File: src/rtl/ccff_loader_pkg.sv
// Shared types and defaults for the configuration-chain bitstream loader.
package ccff_loader_pkg;

    localparam int DEF_WORD_W    = 8;
    localparam int DEF_CHAIN_LEN = 64;

    typedef enum logic [2:0] {
        IDLE,
        LOAD,
        SHIFT,
        DONE,
        ERROR
    } state_t;

endpackage

File: src/rtl/ccff_bitstream_loader_if.sv
// Word handshake between the bitstream source and the chain loader.
interface ccff_bitstream_loader_if
    import ccff_loader_pkg::*;
#(
    parameter int WORD_W = DEF_WORD_W
);
    logic [WORD_W-1:0] cfg_word;
    logic              cfg_parity;
    logic              cfg_valid;
    logic              cfg_ready;

    modport master (
        output cfg_word,
        output cfg_parity,
        output cfg_valid,
        input  cfg_ready
    );

    modport slave (
        input  cfg_word,
        input  cfg_parity,
        input  cfg_valid,
        output cfg_ready
    );
endinterface

File: src/rtl/ccff_piso.sv
// Parallel-in/serial-out word register with a remaining-bits down-counter.
module ccff_piso #(
    parameter int WORD_W = 8,
    parameter int WB_W   = $clog2(WORD_W + 1)
) (
    input  logic              clk,
    input  logic              rst,
    input  logic              load,
    input  logic              shift,
    input  logic [WORD_W-1:0] din,
    input  logic [WB_W-1:0]   nbits,
    output logic              sout,
    output logic              last
);
    logic [WORD_W-1:0] sreg;
    logic [WB_W-1:0]   word_bits;

    always_ff @(posedge clk) begin
        if (rst) begin
            sreg      <= '0;
            word_bits <= '0;
        end else if (load) begin
            sreg      <= din;
            word_bits <= nbits;
        end else if (shift) begin
            sreg      <= {1'b0, sreg[WORD_W-1:1]};
            word_bits <= word_bits - 1'b1;
        end
    end

    assign sout = sreg[0];
    assign last = (word_bits == WB_W'(1));
endmodule

File: src/rtl/ccff_bitstream_loader.sv
// Streams configuration words LSB-first into the fabric chain head.
// Optional odd-parity word check: define CCFF_PARITY_CHECK_EN.
module ccff_bitstream_loader
    import ccff_loader_pkg::*;
#(
    parameter int WORD_W    = DEF_WORD_W,
    parameter int CHAIN_LEN = DEF_CHAIN_LEN,
    parameter int CNT_W     = $clog2(CHAIN_LEN + 1)
) (
    input  logic                     prog_clk,
    input  logic                     pReset,
    input  logic                     start,
    ccff_bitstream_loader_if.slave   cfg,
    output logic                     ccff_head,
    output logic                     ccff_shift,
    output logic                     busy,
    output logic                     done,
    output logic                     err,
    output logic [CNT_W-1:0]         bit_count
);
    localparam int WB_W = $clog2(WORD_W + 1);

    state_t          state, state_n;
    logic            accept;
    logic            word_ok;
    logic            restart;
    logic            last;
    logic            ready_q;
    logic [CNT_W:0]  rem;
    logic [WB_W-1:0] nbits;

    assign accept  = (state == LOAD) && cfg.cfg_valid;
    assign restart = start && !(state == LOAD || state == SHIFT);

`ifdef CCFF_PARITY_CHECK_EN
    assign word_ok = ^{cfg.cfg_word, cfg.cfg_parity};
`else
    logic unused_parity;
    assign unused_parity = cfg.cfg_parity;
    assign word_ok       = 1'b1;
`endif

    // The final word is trimmed so the chain never sees more than CHAIN_LEN bits.
    assign rem   = (CNT_W+1)'(CHAIN_LEN) - {1'b0, bit_count};
    assign nbits = (int'(rem) >= WORD_W) ? WB_W'(WORD_W) : WB_W'(rem);

    ccff_piso #(
        .WORD_W (WORD_W),
        .WB_W   (WB_W)
    ) u_piso (
        .clk   (prog_clk),
        .rst   (pReset),
        .load  (accept && word_ok),
        .shift (state == SHIFT),
        .din   (cfg.cfg_word),
        .nbits (nbits),
        .sout  (ccff_head),
        .last  (last)
    );

    always_ff @(posedge prog_clk) begin
        if (pReset) state <= IDLE;
        else        state <= state_n;
    end

    always_comb begin
        state_n = state;
        unique case (state)
            IDLE:  if (start) state_n = LOAD;
            LOAD:  if (accept) state_n = word_ok ? SHIFT : ERROR;
            SHIFT: if (last) begin
                state_n = (int'(bit_count) + 1 >= CHAIN_LEN) ? DONE : LOAD;
            end
            DONE:  if (start) state_n = LOAD;
`ifdef CCFF_PARITY_CHECK_EN
            ERROR: if (start) state_n = LOAD;
`endif
            default: state_n = IDLE;
        endcase
    end

    always_ff @(posedge prog_clk) begin
        if (pReset) begin
            ready_q    <= 1'b0;
            busy       <= 1'b0;
            ccff_shift <= 1'b0;
            done       <= 1'b0;
            err        <= 1'b0;
        end else begin
            ready_q    <= (state_n == LOAD);
            busy       <= (state_n == LOAD) || (state_n == SHIFT);
            ccff_shift <= (state_n == SHIFT);
            done       <= (state_n == DONE);
`ifdef CCFF_PARITY_CHECK_EN
            err        <= (state_n == ERROR);
`else
            err        <= 1'b0;
`endif
        end
    end

    assign cfg.cfg_ready = ready_q;

    always_ff @(posedge prog_clk) begin
        if (pReset) begin
            bit_count <= '0;
        end else if (restart) begin
            bit_count <= '0;
        end else if (state == SHIFT && int'(bit_count) < CHAIN_LEN) begin
            bit_count <= bit_count + 1'b1;
        end
    end
endmodule

File: src/flat_wrapper.sv
// flat-port wrapper written by rule: the top's interface ports become plain ports
module ccff_bitstream_loader_flat import ccff_loader_pkg::*;
#(
    parameter int WORD_W    = DEF_WORD_W,
    parameter int CHAIN_LEN = DEF_CHAIN_LEN,
    parameter int CNT_W     = $clog2(CHAIN_LEN + 1)
)
  (prog_clk, pReset, start, ccff_head, ccff_shift, busy, done, err, bit_count, cfg_cfg_word, cfg_cfg_parity, cfg_cfg_valid, cfg_cfg_ready);
  ccff_bitstream_loader_if #(.WORD_W(WORD_W)) cfg_i ();
  input  logic prog_clk;
  input  logic pReset;
  input  logic start;
  output logic ccff_head;
  output logic ccff_shift;
  output logic busy;
  output logic done;
  output logic err;
  output logic [CNT_W-1:0] bit_count;
  input wire logic [$bits(cfg_i.cfg_word)-1:0] cfg_cfg_word;
  input wire logic [$bits(cfg_i.cfg_parity)-1:0] cfg_cfg_parity;
  input wire logic [$bits(cfg_i.cfg_valid)-1:0] cfg_cfg_valid;
  output wire logic [$bits(cfg_i.cfg_ready)-1:0] cfg_cfg_ready;
  assign cfg_i.cfg_word = cfg_cfg_word;
  assign cfg_i.cfg_parity = cfg_cfg_parity;
  assign cfg_i.cfg_valid = cfg_cfg_valid;
  assign cfg_cfg_ready = cfg_i.cfg_ready;
  ccff_bitstream_loader #(.WORD_W(WORD_W), .CHAIN_LEN(CHAIN_LEN), .CNT_W(CNT_W)) u_core (.prog_clk(prog_clk), .pReset(pReset), .start(start), .cfg(cfg_i), .ccff_head(ccff_head), .ccff_shift(ccff_shift), .busy(busy), .done(done), .err(err), .bit_count(bit_count));
endmodule
File: config.mk
export PLATFORM = sky130hd
export DESIGN_NAME = ccff_bitstream_loader_flat
export DESIGN_NICKNAME = d
export VERILOG_FILES = /design/src/rtl/ccff_loader_pkg.sv /design/src/rtl/ccff_bitstream_loader_if.sv /design/src/rtl/ccff_piso.sv /design/src/rtl/ccff_bitstream_loader.sv /design/src/flat_wrapper.sv
export SDC_FILE = /design/constraint.sdc
export NUM_CORES = 1
export LEC_CHECK = 0
export CORE_MARGIN = 2
export CORE_UTILIZATION = 30
export CTS_CLUSTER_DIAMETER = 30
export DETAILED_ROUTE_END_ITERATION = 10
export PLACE_DENSITY = 0.64
export SETUP_SLACK_MARGIN = 0.15
export SLEW_MARGIN = 10
export SYNTH_ARGS = -nofsm -noshare
export SYNTH_HDL_FRONTEND = slang
export SYNTH_SLANG_ARGS = --single-unit
File: constraint.sdc
create_clock -name prog_clk -period 3 [get_ports prog_clk]
set_input_delay 0.3 -clock prog_clk [delete_from_list [all_inputs] [get_ports prog_clk]]
set_output_delay 0.3 -clock prog_clk [all_outputs]
set_load 0.03 [all_outputs]
==> flow_metrics.tcl <==
set metrics [dict create \
    hold_viol 0 \
    grt_pass1_vias 906 \
    cts.reportedPaths.clkPinSlew_ns 0.09 \
    io_buffers 23 \
    yosys.cell_types.count 30 \
    ys_seq_elements 26 \
    path_class "flop to flop" \
    grt_setup_unrepaired "no" \
    drt_iter0_drc 67 \
    reg2reg_from "u_core.u_piso.word_bits[0]" \
    htree_levels 1 \
    critPathMaxFanout 6 \
    tightestPinTransition_ns 0.5776 \
    grt_max_degree 16 \
    ant_nets 0 \
    final-setup-viol-count 0 \
    synth_top_area_share_pct 41.98 \
    antenna_found_initial 0 \
    r2r_setup_slack_ns 1.09 \
    max_freq_ghz 0.5248 \
    timing.rr.end "u_core.busy" \
    outcome "complete, no violations" \
    drive_above_1_share_pct 5.882 \
    synthArstFlopShare_pct 0 \
    overflow 0 \
    syn-instance-count 145 \
    die-height_um 68.29 \
    synth_area_leaders "dfxtp_1 (42%), a21oi_1 (6.9%), ha_1 (5.0%), a22oi_1 (4.8%), nor2_1 (4.8%)" \
    vias 1039 \
    vias_per_cell 4.723 \
    worst_setup_path_end_kind "flop" \
    clk_latency_ns 0.27 \
    dp_hpwl_mm 1.738 \
    clock_skew_ns 0.002790 \
    clockRootBuffer "clkbuf_8" \
    synth_common_cells "dfxtp_1 (26), a21oi_1 (17), nor2_1 (16), nand2_1 (14), o21ai_0 (9)" \
    start_util_pct 31.00 \
    routed_wl_mm 2.447 \
    syn_to_final_growth_pct 27.75 \
    holdBufCountCts 0 \
    globalplace.congestion 0.7674 \
    cts-buffers-inserted 3 \
    ios 26 \
    dieArea_um2 4664 \
    p_leak_nw 0.5383 \
    first_pass_iters 4 \
    period_share_pct 63.52 \
    cts_tree "done" \
    hold_class "flop to flop" \
    syn-cell-area_um2 1240 \
    diodes 0 \
    total_power_w 0.0006148 \
    tns_ns 0 \
    maxCapViolations 0 \
    cts.sinks 26 \
    synth_most_common_cell "dfxtp_1" \
    synth.yosys.seq_area_share_pct 41.98 \
    period_needed_ns 1.906 \
    synth_top_area_cell "dfxtp_1" \
    hold_depth 2 \
    synth_edf_count 0 \
    hold_path_end "u_core.u_piso.sreg[6]" \
    cts_resized 0 \
    hold_path.startpoint "u_core.u_piso.sreg[6]" \
    wire_per_inst_um 11.12 \
    fp-row-count 23 \
    peakVddDrop_mv 0.1511 \
    power.density_nw_per_um2 388.1 \
    yosys_warnings 0 \
    syn_area_per_cell_um2 8.551 \
    grt_pass1_wl_mm 3.967 \
    cts_setup_buffers 0 \
    synth_flop_cell "dfxtp_1" \
    required_ns 3.20 \
    fin_nets 189 \
    die_w_um 68.29 \
    slew_viol_final 0 \
    core-area_um2 4000 \
    cp.arrival_ns 2.11 \
    cts_buffer_depth 2 \
    grt_util_all_layers_pct 11.28 \
    setup.worst_path.start_class "flop" \
    reg2regPathDepth 5 \
    max_slew_margin_pct 61.35 \
    post-route-drc-count 0 \
]
==> layer usage <==
layer	track usage [%]	vias to the layer above	share of wire (%)
li1	-	549	-
met1	14.64	467	51
met2	18.08	18	43
met3	2.467	5	4.2
met4	4.500	0	1.5
met5	0	-	0
==> state kept, by name, summed over array words and instances, names as in the netlist <==
register and flops:
u_core.u_piso.sreg 8, u_core.bit_count 7, u_core.u_piso.word_bits 4, u_core.state 3, u_core.busy 1, u_core.ccff_shift 1, u_core.cfg.cfg_ready 1, u_core.done 1
==> placed cells by master (no fill, tap or decap), types with 2 or more instances in the layout <==
cell type	synthesis	routed
nand2_1	14	14
mux2i_1	2	2
ha_1	5	5
xnor2_1	5	5
o21ai_0	9	9
clkbuf_8	0	4
dfxtp_1	26	26
inv_1	5	5
xor2_1	3	3
buf_4	1	2
nor2_1	16	16
nand3_1	3	3
or3b_1	3	3
conb_1	1	2
a22oi_1	8	8
a21oi_1	17	17
clkdlybuf4s50_1	0	23
nand2b_1	6	6
nor3_1	5	5
==> logic make-up (layout without fill, tap and decap cells) <==
| group | after synthesis | count (layout) | synth area share [%] |
|---|---|---|---|
| multiplexers | 2 | 2 | 1.615 |
| adder cells (fa/ha/maj) | 5 | 5 | 5.045 |
| buffers and inverters | 10 | 34 | 3.330 |
| flip-flops | 26 | 26 | 41.98 |
| AND/OR/NAND/NOR | 56 | 56 | 23.92 |
| XOR/XNOR | 8 | 8 | 5.651 |
| AO/OA/AOI/OAI | 37 | 37 | 18.16 |
| other | 1 | 2 | 0.3024 |
==> area by class of cell <==
type | instances | area, µm²
multi-input cells | 110 | 681.9
repair buffers | 25 | 245.2
well taps | 50 | 62.56
flip-flops and latches | 26 | 520.5
fillers | 422 | 2416
inverters | 5 | 18.77
clock buffers | 4 | 55.05
==> metrics by stage <==
step | instances | hold slack, ns | area [µm²] | util (%) | setup slack, ns
5_1_grt | 220 | 0.4738 | 1584 | 39.60 | 1.000
3_3_place_gp | 216 | 0.4418 | 1529 | 38.22 | 0.9933
2_1_floorplan | 146 | 0.3768 | 1244 | - | 1.268
4_1_cts | 220 | 0.4590 | 1584 | 39.60 | 1.079
6_report | 220 | 0.4561 | 1584 | 39.60 | 1.094
3_5_place_dp | 216 | 0.4460 | 1529 | 38.22 | 0.9688
==> critical path: stages (launching register included) <==
cell and delay (ns):
dfxtp_1 0.42, ha_1 0.16, or3b_1 0.40, or3_4 0.40, a31oi_4 0.25, mux2i_1 0.20
==> how the worst max path moves through the flow <==
stage                                     startpoint                         end  cells past startpoint
after global routing      u_core.u_piso.word_bits[0]                 u_core.busy                      5
after floorplan                  u_core.bit_count[0]  u_core.u_piso.word_bits[3]                      7
final                     u_core.u_piso.word_bits[0]                 u_core.busy                      5
after global placement                 cfg_cfg_valid  u_core.u_piso.word_bits[3]                      7
after CTS                 u_core.u_piso.word_bits[0]                 u_core.busy                      5
after detailed placement               cfg_cfg_valid  u_core.u_piso.word_bits[3]                      7
==> power breakdown <==
part	switching, W	total, W	internal [W]	leakage (nW)
Clock	0.000106	0.000223	0.000117	0.0288
Sequential	0.00000336	0.000352	0.000348	0.210
Combinational	0.0000183	0.0000398	0.0000215	0.299
Power figures use the tool's default switching activity.
